**config.mk**
```make
export PLATFORM = sky130hd
export DESIGN_NAME = mc_main_control
export DESIGN_NICKNAME = d
export VERILOG_FILES = /design/src/rtl/mips_pkg.sv /design/src/rtl/mc_next_state.sv /design/src/rtl/mc_main_control.sv
export SDC_FILE = /design/constraint.sdc
export NUM_CORES = 1
export LEC_CHECK = 0
export ABC_AREA = 1
export BUFFER_PORTS_ARGS = -buffer_cell sky130_fd_sc_hd__buf_4
export CORE_MARGIN = 2
export CORE_UTILIZATION = 39
export DETAILED_ROUTE_END_ITERATION = 7
export PLACE_DENSITY = 0.74
export SYNTH_ARGS = -nofsm -noshare
export SYNTH_HDL_FRONTEND = slang
export SYNTH_HIERARCHICAL = 1
export SYNTH_SLANG_ARGS = --single-unit
```
**constraint.sdc**
```tcl
create_clock -name clk -period 1 [get_ports clk]
set_clock_uncertainty 0.05 [all_clocks]
set_input_delay 0.1 -clock clk [delete_from_list [all_inputs] [get_ports clk]]
set_output_delay 0.1 -clock clk [all_outputs]
set_load 0.005 [all_outputs]
```
**src/rtl/mips_pkg.sv**
```systemverilog
// Shared MIPS control definitions: opcodes, ALU op codes, mux selects and
// the multicycle control FSM state encodings.
package mips_pkg;

    localparam logic [5:0] OP_RTYPE = 6'b000000;
    localparam logic [5:0] OP_LW    = 6'b100011;
    localparam logic [5:0] OP_SW    = 6'b101011;
    localparam logic [5:0] OP_BEQ   = 6'b000100;
    localparam logic [5:0] OP_ADDI  = 6'b001000;
    localparam logic [5:0] OP_J     = 6'b000010;

    localparam logic [1:0] ALUOP_ADD  = 2'b00;
    localparam logic [1:0] ALUOP_SUB  = 2'b01;
    localparam logic [1:0] ALUOP_FUNC = 2'b10;

    localparam logic [1:0] SRCB_REG   = 2'b00;
    localparam logic [1:0] SRCB_FOUR  = 2'b01;
    localparam logic [1:0] SRCB_IMM   = 2'b10;
    localparam logic [1:0] SRCB_IMMSH = 2'b11;

    localparam logic [1:0] PCSRC_ALU    = 2'b00;
    localparam logic [1:0] PCSRC_ALUOUT = 2'b01;
    localparam logic [1:0] PCSRC_JUMP   = 2'b10;

    typedef enum logic [3:0] {
        S_FETCH   = 4'd0,
        S_DECODE  = 4'd1,
        S_MEM_ADR = 4'd2,
        S_MEM_RD  = 4'd3,
        S_MEM_WB  = 4'd4,
        S_MEM_WR  = 4'd5,
        S_EXEC    = 4'd6,
        S_ALU_WB  = 4'd7,
        S_BRANCH  = 4'd8,
        S_ADDI_EX = 4'd9,
        S_ADDI_WB = 4'd10,
        S_JUMP    = 4'd11
    } state_t;

endpackage

```
**src/rtl/mc_next_state.sv**
```systemverilog
// Combinational next-state decode for the multicycle main control FSM.
// Jump decode is present only when MC_JUMP_EN is defined.
module mc_next_state
    import mips_pkg::*;
#(
    parameter int OP_W = 6
) (
    input  state_t          state,
    input  logic [OP_W-1:0] opcode,
    output state_t          next_state
);

    // NOTE: next_state gets a default before the case so that no path can infer a latch.
    always_comb begin
        next_state = S_FETCH;
        unique case (state)
            S_FETCH:   next_state = S_DECODE;
            S_DECODE: begin
                if (opcode == OP_LW || opcode == OP_SW) next_state = S_MEM_ADR;
                else if (opcode == OP_RTYPE)            next_state = S_EXEC;
                else if (opcode == OP_BEQ)              next_state = S_BRANCH;
                else if (opcode == OP_ADDI)             next_state = S_ADDI_EX;
`ifdef MC_JUMP_EN
                else if (opcode == OP_J)                next_state = S_JUMP;
`endif
                else                                    next_state = S_FETCH;
            end
            S_MEM_ADR: next_state = (opcode == OP_LW) ? S_MEM_RD : S_MEM_WR;
            S_MEM_RD:  next_state = S_MEM_WB;
            S_EXEC:    next_state = S_ALU_WB;
            S_ADDI_EX: next_state = S_ADDI_WB;
            default:   next_state = S_FETCH;
        endcase
    end

endmodule

```
**src/rtl/mc_main_control.sv**
```systemverilog
// Multicycle MIPS main control FSM (Moore): sequences fetch/decode/execute/
// memory/writeback and drives datapath enables. Optional jump: MC_JUMP_EN.
module mc_main_control
    import mips_pkg::*;
#(
    parameter int OP_W    = 6,
    parameter int STATE_W = 4
) (
    input  logic               clk,
    input  logic               reset,
    input  logic [OP_W-1:0]    opcode,
    output logic               pc_write,
    output logic               pc_write_cond,
    output logic               i_or_d,
    output logic               mem_read,
    output logic               mem_write,
    output logic               ir_write,
    output logic               mem_to_reg,
    output logic               reg_dst,
    output logic               reg_write,
    output logic               alu_src_a,
    output logic [1:0]         alu_src_b,
    output logic [1:0]         alu_op,
    output logic               addi,
    output logic [1:0]         pc_source,
    output logic [STATE_W-1:0] state
);

    state_t cur_state;
    state_t nxt_state;
    logic   pc_write_s, pc_write_cond_s, mem_read_s, mem_write_s, ir_write_s, reg_write_s;

    mc_next_state #(.OP_W(OP_W)) u_next_state (
        .state      (cur_state),
        .opcode     (opcode),
        .next_state (nxt_state)
    );

    // NOTE: state registers use non-blocking assignment so every flop samples pre-edge values.
    always_ff @(posedge clk) begin
        if (reset) cur_state <= S_FETCH;
        else       cur_state <= nxt_state;
    end

    always_comb begin
        pc_write_s      = 1'b0;
        pc_write_cond_s = 1'b0;
        i_or_d          = 1'b0;
        mem_read_s      = 1'b0;
        mem_write_s     = 1'b0;
        ir_write_s      = 1'b0;
        mem_to_reg      = 1'b0;
        reg_dst         = 1'b0;
        reg_write_s     = 1'b0;
        alu_src_a       = 1'b0;
        alu_src_b       = SRCB_REG;
        alu_op          = ALUOP_ADD;
        addi            = 1'b0;
        pc_source       = PCSRC_ALU;
        unique case (cur_state)
            S_FETCH: begin
                mem_read_s = 1'b1;
                ir_write_s = 1'b1;
                alu_src_b  = SRCB_FOUR;
                pc_write_s = 1'b1;
            end
            S_DECODE:  alu_src_b = SRCB_IMMSH;
            S_MEM_ADR: begin
                alu_src_a = 1'b1;
                alu_src_b = SRCB_IMM;
            end
            S_MEM_RD: begin
                mem_read_s = 1'b1;
                i_or_d     = 1'b1;
            end
            S_MEM_WB: begin
                reg_write_s = 1'b1;
                mem_to_reg  = 1'b1;
            end
            S_MEM_WR: begin
                mem_write_s = 1'b1;
                i_or_d      = 1'b1;
            end
            S_EXEC: begin
                alu_src_a = 1'b1;
                alu_op    = ALUOP_FUNC;
            end
            S_ALU_WB: begin
                reg_write_s = 1'b1;
                reg_dst     = 1'b1;
            end
            S_BRANCH: begin
                alu_src_a       = 1'b1;
                alu_op          = ALUOP_SUB;
                pc_write_cond_s = 1'b1;
                pc_source       = PCSRC_ALUOUT;
            end
            S_ADDI_EX: begin
                alu_src_a = 1'b1;
                alu_src_b = SRCB_IMM;
                alu_op    = ALUOP_FUNC;
                addi      = 1'b1;
            end
            S_ADDI_WB: reg_write_s = 1'b1;
`ifdef MC_JUMP_EN
            S_JUMP: begin
                pc_write_s = 1'b1;
                pc_source  = PCSRC_JUMP;
            end
`endif
            default: ;
        endcase
    end

    // Reset suppresses every side-effecting strobe, even mid-instruction.
    assign pc_write      = pc_write_s      & ~reset;
    assign pc_write_cond = pc_write_cond_s & ~reset;
    assign mem_read      = mem_read_s      & ~reset;
    assign mem_write     = mem_write_s     & ~reset;
    assign ir_write      = ir_write_s      & ~reset;
    assign reg_write     = reg_write_s     & ~reset;

    assign state = STATE_W'(cur_state);

endmodule

```
* Word-level counts from Yosys, hierarchy flattened
Index checks and enable logic that the tools add are counted.
** Cells by class
- Mux-type cells :: 19
- Eq/ne operators :: 14
- Reductions and logical operators :: 9
- Bitwise logic cells :: 6
** Operator list (count)
- 4-bit one-hot mux with 6 select lines :: 1
- 4-bit by 3-bit == test with 1-bit output (second input constant) :: 4
- 4-bit 2-to-1 mux :: 4
- 4-bit == test (second input constant) :: 3
- 6-bit == test (second input constant) :: 2
- 1-bit 2-to-1 mux :: 11
- 4-bit by 2-bit == test with 1-bit output (second input constant) :: 2
- 2-bit OR reduction :: 4
- 6-bit by 3-bit == test with 1-bit output (second input constant) :: 1
- 6-bit by 4-bit == test with 1-bit output (second input constant) :: 1
- 6-bit logical NOT :: 1
- 2-bit one-hot mux with 3 select lines :: 1
- 1-bit AND :: 5
- 4-bit by 1-bit == test with 1-bit output (second input constant) :: 1
- 4-bit logical NOT :: 1
- 2-bit one-hot mux with 2 select lines :: 1
- 4-bit OR reduction :: 1
- 3-bit 2-to-1 mux :: 1
- 3-bit OR reduction :: 1
- 1-bit logical OR :: 1
- 1-bit NOT :: 1
** Storage, ports and cells
- Flip-flop bits (word level) :: 4
- Output and inout port bits :: 21
- Input bits :: 8

* Depth between registers and ports, before layout
Gate-level depths: netlist of the first run.
- Depth in word-level cells :: 6
- Gate-level depth with buffers :: 9
- Depth with buffers taken out :: 9

* Hierarchy
The synthesis of the first run kept the hierarchy.
** By module, submodules not included
- mc_main_control :: times used 1, seq. area each 80.1 um^2, area an instance 320.3 um^2, cells each 60
- mc_next_state :: times used 1, seq. area each 0.0 um^2, area an instance 234.0 um^2, cells each 51

* Worst setup path before layout of the first run
No wires, ideal clock.
- Kind :: register -> register
- Start point :: reg cur_state[2], in the netlist state[2]
- End point :: reg cur_state[1], in the netlist state[1]
- Period minus slack after synthesis :: 1102 ps
- Buffers on the path :: 0
- Data required time :: 824 ps
- Setup time :: 126 ps
- Path slack :: -102 ps
- Cell stages (with the launch flop) :: 8
- Arrival time :: 926 ps
- Cells stage by stage :: dfxtp_1 -> nor2_1 -> nand3_1 -> nand2_1 -> nor2_1 -> nand2_1 -> inv_1 -> nor2_1
** Between the ends
- Cells in the longest elaborated chain, start to end :: 2
- Elaborated cells on any way between the ends :: 7
- Those cells by class :: eq/ne (5); mux (1); reduce/logical (1)
** Ends and longest elaborated chain
- start: declaration :: RTL line mc_main_control.sv:29 : state_t cur_state;
- start signal: assignment :: RTL line mc_main_control.sv:42 : else cur_state <= nxt_state;
- 4-bit == test (tied with other cells) :: RTL line mc_next_state.sv:16 : unique case (state)
- 4-bit one-hot mux with 6 select lines * :: RTL line mc_next_state.sv:16
- named net nxt_state[1] :: RTL line mc_main_control.sv:30 : state_t nxt_state;
Mark *: on every way through the listed nets, which the timed path passes. The rest lies on a longest branch.
A chain may end at the register's enable or synchronous reset.

* Worst setup path after layout of the first run
- Start point :: reg cur_state[1], in the netlist state[1]
- End point :: out reg_write
** Between the ends
- Cells in the longest elaborated chain, start to end :: 4
- Elaborated cells on any way between the ends :: 6
- Those cells by class :: eq/ne (3); mux (1); bitwise (1); reduce/logical (1)
** Ends and longest elaborated chain
- 4-bit == test or 4-bit by 3-bit == test with 1-bit output (tied branches) :: RTL line mc_main_control.sv:60 : unique case (cur_state)
- 3-bit OR reduction (no source line) *
- 1-bit 2-to-1 mux * :: RTL line mc_main_control.sv:60
- 1-bit AND * :: RTL line mc_main_control.sv:121 : assign reg_write = reg_write_s & ~reset;
- end: declaration :: RTL line mc_main_control.sv:20 : output logic reg_write,
Mark *: on every way between the ends. The rest lies on a longest branch, timed or not.

==> results of run 1 <==
[metrics by stage]
stage / area [µm²] / TNS (ps) / hold slack (ps)
after CTS: 937.1 / -4147 / 30.28
after global routing: 997.2 / -6513 / 57.36
final: 997.2 / -4968 / 54.27
after detailed placement: 802.0 / -739.6 / 281.2
after global placement: 802.0 / -489.5 / 283.7
after floorplan: 569.3 / 0 / 307.8
[worst max-delay path: stages, from the launching register on]
cell	delay [ps]
sky130_fd_sc_hd__dfxtp_4	400
sky130_fd_sc_hd__inv_4	60
sky130_fd_sc_hd__nor2_2	130
sky130_fd_sc_hd__nand2_1	90
sky130_fd_sc_hd__nand3_2	80
sky130_fd_sc_hd__nand2_2	60
sky130_fd_sc_hd__inv_1	70
sky130_fd_sc_hd__buf_4	110
[routing by layer]
layer,vias up,global-route usage,part of all wire
met2,21,0.3500,0.50
met3,6,0.04348,0.033
met1,350,0.2342,0.44
met5,-,0,0
li1,399,-,-
met4,0,0.04516,0.025
[power by group]
group | internal [mW] | total (mW) | switching (mW) | leakage [nW]
Clock | 0.150 | 0.217 | 0.0673 | 0.0150
Combinational | 0.0940 | 0.190 | 0.0958 | 0.518
Sequential | 0.158 | 0.171 | 0.0138 | 0.0355
Total | 0.401 | 0.578 | 0.177 | 0.568
[worst paths after layout]
path	slack (ps)	startpoint	cells past startpoint	to
worst max-delay path	-390	state[1]$_SDFF_PP0_	7	reg_write
worst max register to register	-200	state[1]$_SDFF_PP0_	9	state[1]$_SDFF_PP0_
worst min-delay path	50	reset	2	state[1]$_SDFF_PP0_
worst min register to register	760	state[0]$_SDFF_PP0_	5	state[3]$_SDFF_PP0_
[cell usage in the layout, fill, tap and decap left out]
cell                       instances
sky130_fd_sc_hd__inv_2             6
sky130_fd_sc_hd__buf_4            30
sky130_fd_sc_hd__nor3_1            1
sky130_fd_sc_hd__nand3_2           2
sky130_fd_sc_hd__buf_6             9
sky130_fd_sc_hd__nand3_1           8
sky130_fd_sc_hd__nor2_4            6
sky130_fd_sc_hd__o21ai_0           1
sky130_fd_sc_hd__a21oi_2           1
sky130_fd_sc_hd__nor3_2            1
sky130_fd_sc_hd__clkbuf_1          1
sky130_fd_sc_hd__nand3b_1          1
sky130_fd_sc_hd__inv_4             3
sky130_fd_sc_hd__nor3_4            1
sky130_fd_sc_hd__dfxtp_4           4
sky130_fd_sc_hd__conb_1            1
sky130_fd_sc_hd__clkbuf_4          3
sky130_fd_sc_hd__inv_1            14
sky130_fd_sc_hd__nand2_2           9
sky130_fd_sc_hd__nor2_1           15
sky130_fd_sc_hd__nand2_1          24
sky130_fd_sc_hd__nor2_2            8
[area by class of cell]
class	instances	area [µm²]
clock buffer	4	26.28
fill	109	320.3
inverter	23	93.84
tap	15	18.77
multi-input combinational	79	436.7
timing repair buffer	39	326.6
sequential	4	95.09
[cell families (layout without fill, tap and decap cells)]
group                  after synthesis  after routing  synth area share
other                                1              1          0.006766
DFF                                  4              4            0.1445
and+or+nand+nor                     76             76            0.6140
AOI/OAI and AO/OA                    2              2           0.01804
buffers and inverters               28             66            0.2167
[what timing repair did]
| item | in CTS | in global routing |
|---|---|---|
| resized for setup | 22 | 17 |
| hold buffers | 0 | 0 |
| buffers inserted | 5 | 1 |
| cloned | 0 | 0 |
| setup endpoints to repair | 23 | 24 |
| pin swaps | 4 | 7 |
==> results.toml, run 1 <==
[run_status]
status = "finished with violations"
violations = "setup timing"

[place]
numPlacedInstances = 154
numPortBuffers = 27
gp_congestion = 0.8543
post-dp-hpwl_um = 1149
post-place-ws_ps = -104.5

[global_route]
grt_first_pass_wirelength_um = 2787
grt_pass1_vias = 678
grt_antenna_before_repair = 0
overflow = 0
grt_use_total = 0.1955
largest_net_degree_at_the_start_of_global_routing = 10

[setup_path]
critPathMaxFanout = 6
cp_data_required_time_ps = 850
cp-end-kind = "output port"
critical_path.startpoint_type = "flop"
worst-setup-path-type = "reg2out"
cp_data_arrival_time_ps = 1240

[yosys]
synthesis.nets = 119
async_flop_share = 0
syn_area_um2 = 554.3
synth_largest_area_cell = "sky130_fd_sc_hd__nand2_1"
synth_ff_type = "sky130_fd_sc_hd__dfxtp_1"
post-synth-top-count-cell = "sky130_fd_sc_hd__nand2_1"
yosys.area.top_type_share = 0.2167
synth-seq-cells = 4
ys_top_cells_by_area = "sky130_fd_sc_hd__nand2_1 22%, sky130_fd_sc_hd__dfxtp_1 14%, sky130_fd_sc_hd__nor2_1 14%"
ys.warnings.count = 6
yosysUniqueCellTypes = 17
syn_area_per_cell_um2 = 4.994
post_synth_inst_count = 111
ys_top_cells_by_count = "32 x sky130_fd_sc_hd__nand2_1, 20 x sky130_fd_sc_hd__nor2_1, 18 x sky130_fd_sc_hd__inv_1"
synth_enable_flop_cells = 0
yosysSeqAreaShare = 0.1445

[route]
wl_um = 1798
drt_first_pass_iters = 4
via_per_inst = 4.732
dr_total_vias = 776
drt_iter0_drc = 9
wl_per_cell_um = 10.96
ant_nets = 0
drcViolationCount = 0

[die]
initial_utilization = 0.4207
floorplan.die.width_um = 41.70
ioPinCount = 29
num_rows = 13
fp.coreArea_um2 = 1318
die-area_um2 = 1739
fp.dieH_um = 41.70

[clock_tree]
clk_root_buffer_cell = "sky130_fd_sc_hd__clkbuf_4"
clk_latency_ps = 230
cts_sink_cnt = 4
cts.reportedPaths.clkPinSlew_ps = 40
ctsHtreeMaxLevel = 1
cts-buffers-inserted = 3
clock_tree_from_tritoncts = "yes"
clk_path_buf_depth = 2

[power]
total_power_mw = 0.5784
p_leak_nw = 0.5681
power_per_cell_area_nw_per_um2 = 580.0
max-vdd-ir-drop_uv = 875.4

[cells_and_area]
antenna-diode-count = 0
final_layout_size_suffix_gt1_frac = 0.5570
nNetsFinal = 158
largest_register_ffs = 4
finish.utilization = 0.7569
area_growth_synth_to_finish_pct = 79.91
fin_cells = 164

[sta]
max_freq_mhz = 721.3
grt_setup_unrepaired = "yes"
finalCritPeriodShare = 1.386
layout_min_cycle_time_ps = 1386
postLayoutSetupSlackWorst_ps = -386.4
timing_max_transition_violations_final = 0
finalSetupViolCount = 23
finalHoldViolCount = 0

[worst_hold_path]
hold_class = "in2reg"

[flow_run]
max_cap_violations = 0
Power figures use the tool's default switching activity.
==> inputs of run 2 (changes only) <==
--- a/config.mk
+++ b/config.mk
@@ -5,12 +5,11 @@
 export SDC_FILE = /design/constraint.sdc
 export NUM_CORES = 1
 export LEC_CHECK = 0
-export ABC_AREA = 1
 export BUFFER_PORTS_ARGS = -buffer_cell sky130_fd_sc_hd__buf_4
-export CORE_MARGIN = 2
-export CORE_UTILIZATION = 39
+export CORE_AREA = 2 2 39 41
 export DETAILED_ROUTE_END_ITERATION = 7
-export PLACE_DENSITY = 0.74
+export DIE_AREA = 0 0 41 43
+export PLACE_DENSITY = 0.7
 export SYNTH_ARGS = -nofsm -noshare
 export SYNTH_HDL_FRONTEND = slang
 export SYNTH_HIERARCHICAL = 1
==> run 2 against run 1 <==
Compared with the run above: non-clock buffer count rose by 16; synthesized area fell by 18%; worst setup slack got worse by 140 ps; critical endpoint is now state[1]$_SDFF_PP0_; wire length rose by 8.0%; core utilization rose by 7.1 points; the flow still finishes with violations (setup timing); critical path type is now reg2reg; register-to-register slack got worse by 330 ps; clock-buffer cell count did not move; sequential power fell by 5%; die area rose by 1.4%; flip-flop and latch count did not move; worst hold slack improved by 32 ps; fmax fell by 9.3%.
==> results.toml, run 2 <==
[run_status]
status = "finished with violations"
violations = "setup timing"

[yosys]
synth_ff_type = "sky130_fd_sc_hd__dfxtp_1"
post-synth-top-count-cell = "sky130_fd_sc_hd__nor2b_1"
async_flop_share = 0
ys_top_cells_by_count = "6 x sky130_fd_sc_hd__nor2b_1, 5 x sky130_fd_sc_hd__buf_4, 5 x sky130_fd_sc_hd__nor2_1"
synth_largest_area_cell = "sky130_fd_sc_hd__dfxtp_1"
yosys.area.top_type_share = 0.1763
synth_compound_area_frac = 0.1873
ys.warnings.count = 6
yosysSeqAreaShare = 0.1763
ys_top_cells_by_area = "sky130_fd_sc_hd__dfxtp_1 18%, sky130_fd_sc_hd__buf_4 8.3%, sky130_fd_sc_hd__nor2b_1 8.3%"
post_synth_inst_count = 62
synthesis.nets = 70
synth_enable_flop_cells = 0
synth-seq-cells = 4
syn_area_um2 = 454.2
yosysUniqueCellTypes = 31
dominant_combinational_cell_family_by_area_after_synthesis = "simple AND/OR/NAND/NOR gates"
synthAdderAreaFrac = 0
syn_area_per_cell_um2 = 7.326
yosys.area_share.xor_xnor = 0.03857
synth_mux_area_frac = 0
synth-simple-area-share = 0.4738

[route]
ant_nets = 0
drt_first_pass_iters = 4
dr_total_vias = 693
wl_um = 1941
drcViolationCount = 0
via_per_inst = 5.290
drt_iter0_drc = 1
wl_per_cell_um = 14.82

[global_route]
grt_first_pass_wirelength_um = 2601
grt_pass1_vias = 651
largest_net_degree_at_the_start_of_global_routing = 10
grt_antenna_before_repair = 0
grt_use_total = 0.2149
overflow = 0

[setup_path]
reg2reg_to = "state[1]$_SDFF_PP0_"
critPathMaxFanout = 3
cp-end-kind = "flop"
worstRegToRegCells = 5
cp_data_required_time_ps = 1120
critical_path.startpoint = "state[3]$_SDFF_PP0_"
critical_path.reg2reg.startpoint = "state[3]$_SDFF_PP0_"
worst-setup-path-type = "reg2reg"
critical_path.startpoint_type = "flop"
cp_data_arrival_time_ps = 1650
reg2reg_setup_slack_ps = -530

[clock_tree]
holdBufCountCts = 0
clk_path_buf_depth = 2
cts.reportedPaths.clkPinSlew_ps = 40
ctsHtreeMaxLevel = 1
cts-buffers-inserted = 3
clk_root_buffer_cell = "sky130_fd_sc_hd__clkbuf_4"
clk_latency_ps = 240
clock_tree_from_tritoncts = "yes"
cts_sink_cnt = 4

[worst_hold_path]
holdCritStartpoint = "reset"
min_delay_worst_endpoint = "state[3]$_SDFF_PP0_"
hold_class = "in2reg"
hold_path_depth = 3

[cells_and_area]
nNetsFinal = 124
layout_common_cells = "37 x sky130_fd_sc_hd__buf_4, 17 x sky130_fd_sc_hd__buf_6, 4 x sky130_fd_sc_hd__nor2b_1"
commonest_non_fill_non_tap_cell_in_the_layout = "sky130_fd_sc_hd__buf_4"
final_layout_size_suffix_gt1_frac = 0.8174
post-route-cell-area_um2 = 1146
finish.utilization = 0.8282
largest_register_ffs = 4
antenna-diode-count = 0
area_growth_synth_to_finish_pct = 152.3

[power]
total_power_mw = 0.6397
max-vdd-ir-drop_uv = 660.7
power_per_cell_area_nw_per_um2 = 558.1
p_leak_nw = 0.4839

[sta]
timing_max_transition_violations_final = 0
layout_min_cycle_time_ps = 1529
finalCritPeriodShare = 1.529
grt_setup_unrepaired = "yes"
tightest_slew_ps = 534.0
postLayoutSetupSlackWorst_ps = -529.4
timing.max_slew.rel_slack = 0.6411
max_freq_mhz = 653.9
finalSetupViolCount = 24
finalHoldViolCount = 0
setup_total_negative_slack_ps = -8103

[die]
floorplan.die.width_um = 41
fp.coreArea_um2 = 1384
ioPinCount = 29
num_rows = 14
fp.dieH_um = 43
die-area_um2 = 1763
initial_utilization = 0.3282

[place]
placed_area_um2 = 844.6
numPortBuffers = 27
gp_congestion = 0.7933
post-place-ws_ps = -340.6
post-dp-hpwl_um = 1244

[flow_run]
max_cap_violations = 0
## run 2: cell count changes in the layout (fill, tap and decap cells not counted), moves of 4 or more
cell                      before  now
sky130_fd_sc_hd__buf_4        30   37
sky130_fd_sc_hd__inv_1        14    0
sky130_fd_sc_hd__nor2_2        8    3
sky130_fd_sc_hd__inv_2         6    0
sky130_fd_sc_hd__nor2_1       15    2
sky130_fd_sc_hd__nand3_1       8    0
sky130_fd_sc_hd__nor2_4        6    0
sky130_fd_sc_hd__buf_6         9   17
sky130_fd_sc_hd__nand2_2       9    0
sky130_fd_sc_hd__nor2b_1       0    4
sky130_fd_sc_hd__nand2_1      24    3
## run 2: cells by family (layout without fill, tap and decap cells)
| family | count (synthesis) | count (layout) |
|---|---|---|
| buffers and inverters | 7 | 60 |
| and+or+nand+nor | 35 | 35 |
| xor gates and xnor gates | 2 | 2 |
| AOI/OAI and AO/OA | 13 | 13 |
| other | 1 | 1 |
| DFF | 4 | 4 |
## run 2: what timing repair did
action                     4_1_cts  5_1_grt
resized for setup               25       23
setup endpoints to repair       23       23
buffers inserted                 7        8
pin swaps                       12        9
## run 2: layout make-up
type	instances	area, µm²
well taps	16	20.02
multi-input cells	51	511.7
flip-flops and latches	4	92.59
fillers	81	237.7
inverters	1	6.256
clock buffers	4	26.28
repair buffers	55	489.2
## run 2: how the worst max path moves through the flow
stage,endpoint,depth (start not counted)
6_report,state[1]$_SDFF_PP0_,5
3_3_place_gp,state[1]$_SDFF_PP0_,4
5_1_grt,state[1]$_SDFF_PP0_,5
3_5_place_dp,state[1]$_SDFF_PP0_,4
2_1_floorplan,state[1]$_SDFF_PP0_,4
4_1_cts,reg_write,4
## run 2: report_power, final
part	total (mW)	internal, mW	switching, mW
Clock	0.224	0.150	0.0742
Sequential	0.163	0.158	0.00577
Combinational	0.252	0.147	0.105
Total	0.640	0.454	0.185
## run 2: metrics by stage
stage	instances	hold WS (ps)
floorplan	62	111.9
global placement	116	328.9
detailed placement	116	328.3
CTS	126	72.99
global route	131	87.50
finish	131	86.49
## run 2: metal layers
metal | track usage | part of all wire | up-vias
met2 | 0.4125 | 0.57 | 31
met5 | 0 | 0 | -
met3 | 0.01571 | 0.051 | 2
met4 | 0.1000 | 0.0082 | 0
met1 | 0.2058 | 0.37 | 327
li1 | - | - | 333
## run 2: critical path: stages, from the launching register on
cell	delay (ps)
sky130_fd_sc_hd__dfxtp_4	350
sky130_fd_sc_hd__buf_4	140
sky130_fd_sc_hd__or4b_4	490
sky130_fd_sc_hd__a21oi_4	160
sky130_fd_sc_hd__o2bb2ai_2	120
sky130_fd_sc_hd__nor2b_4	160
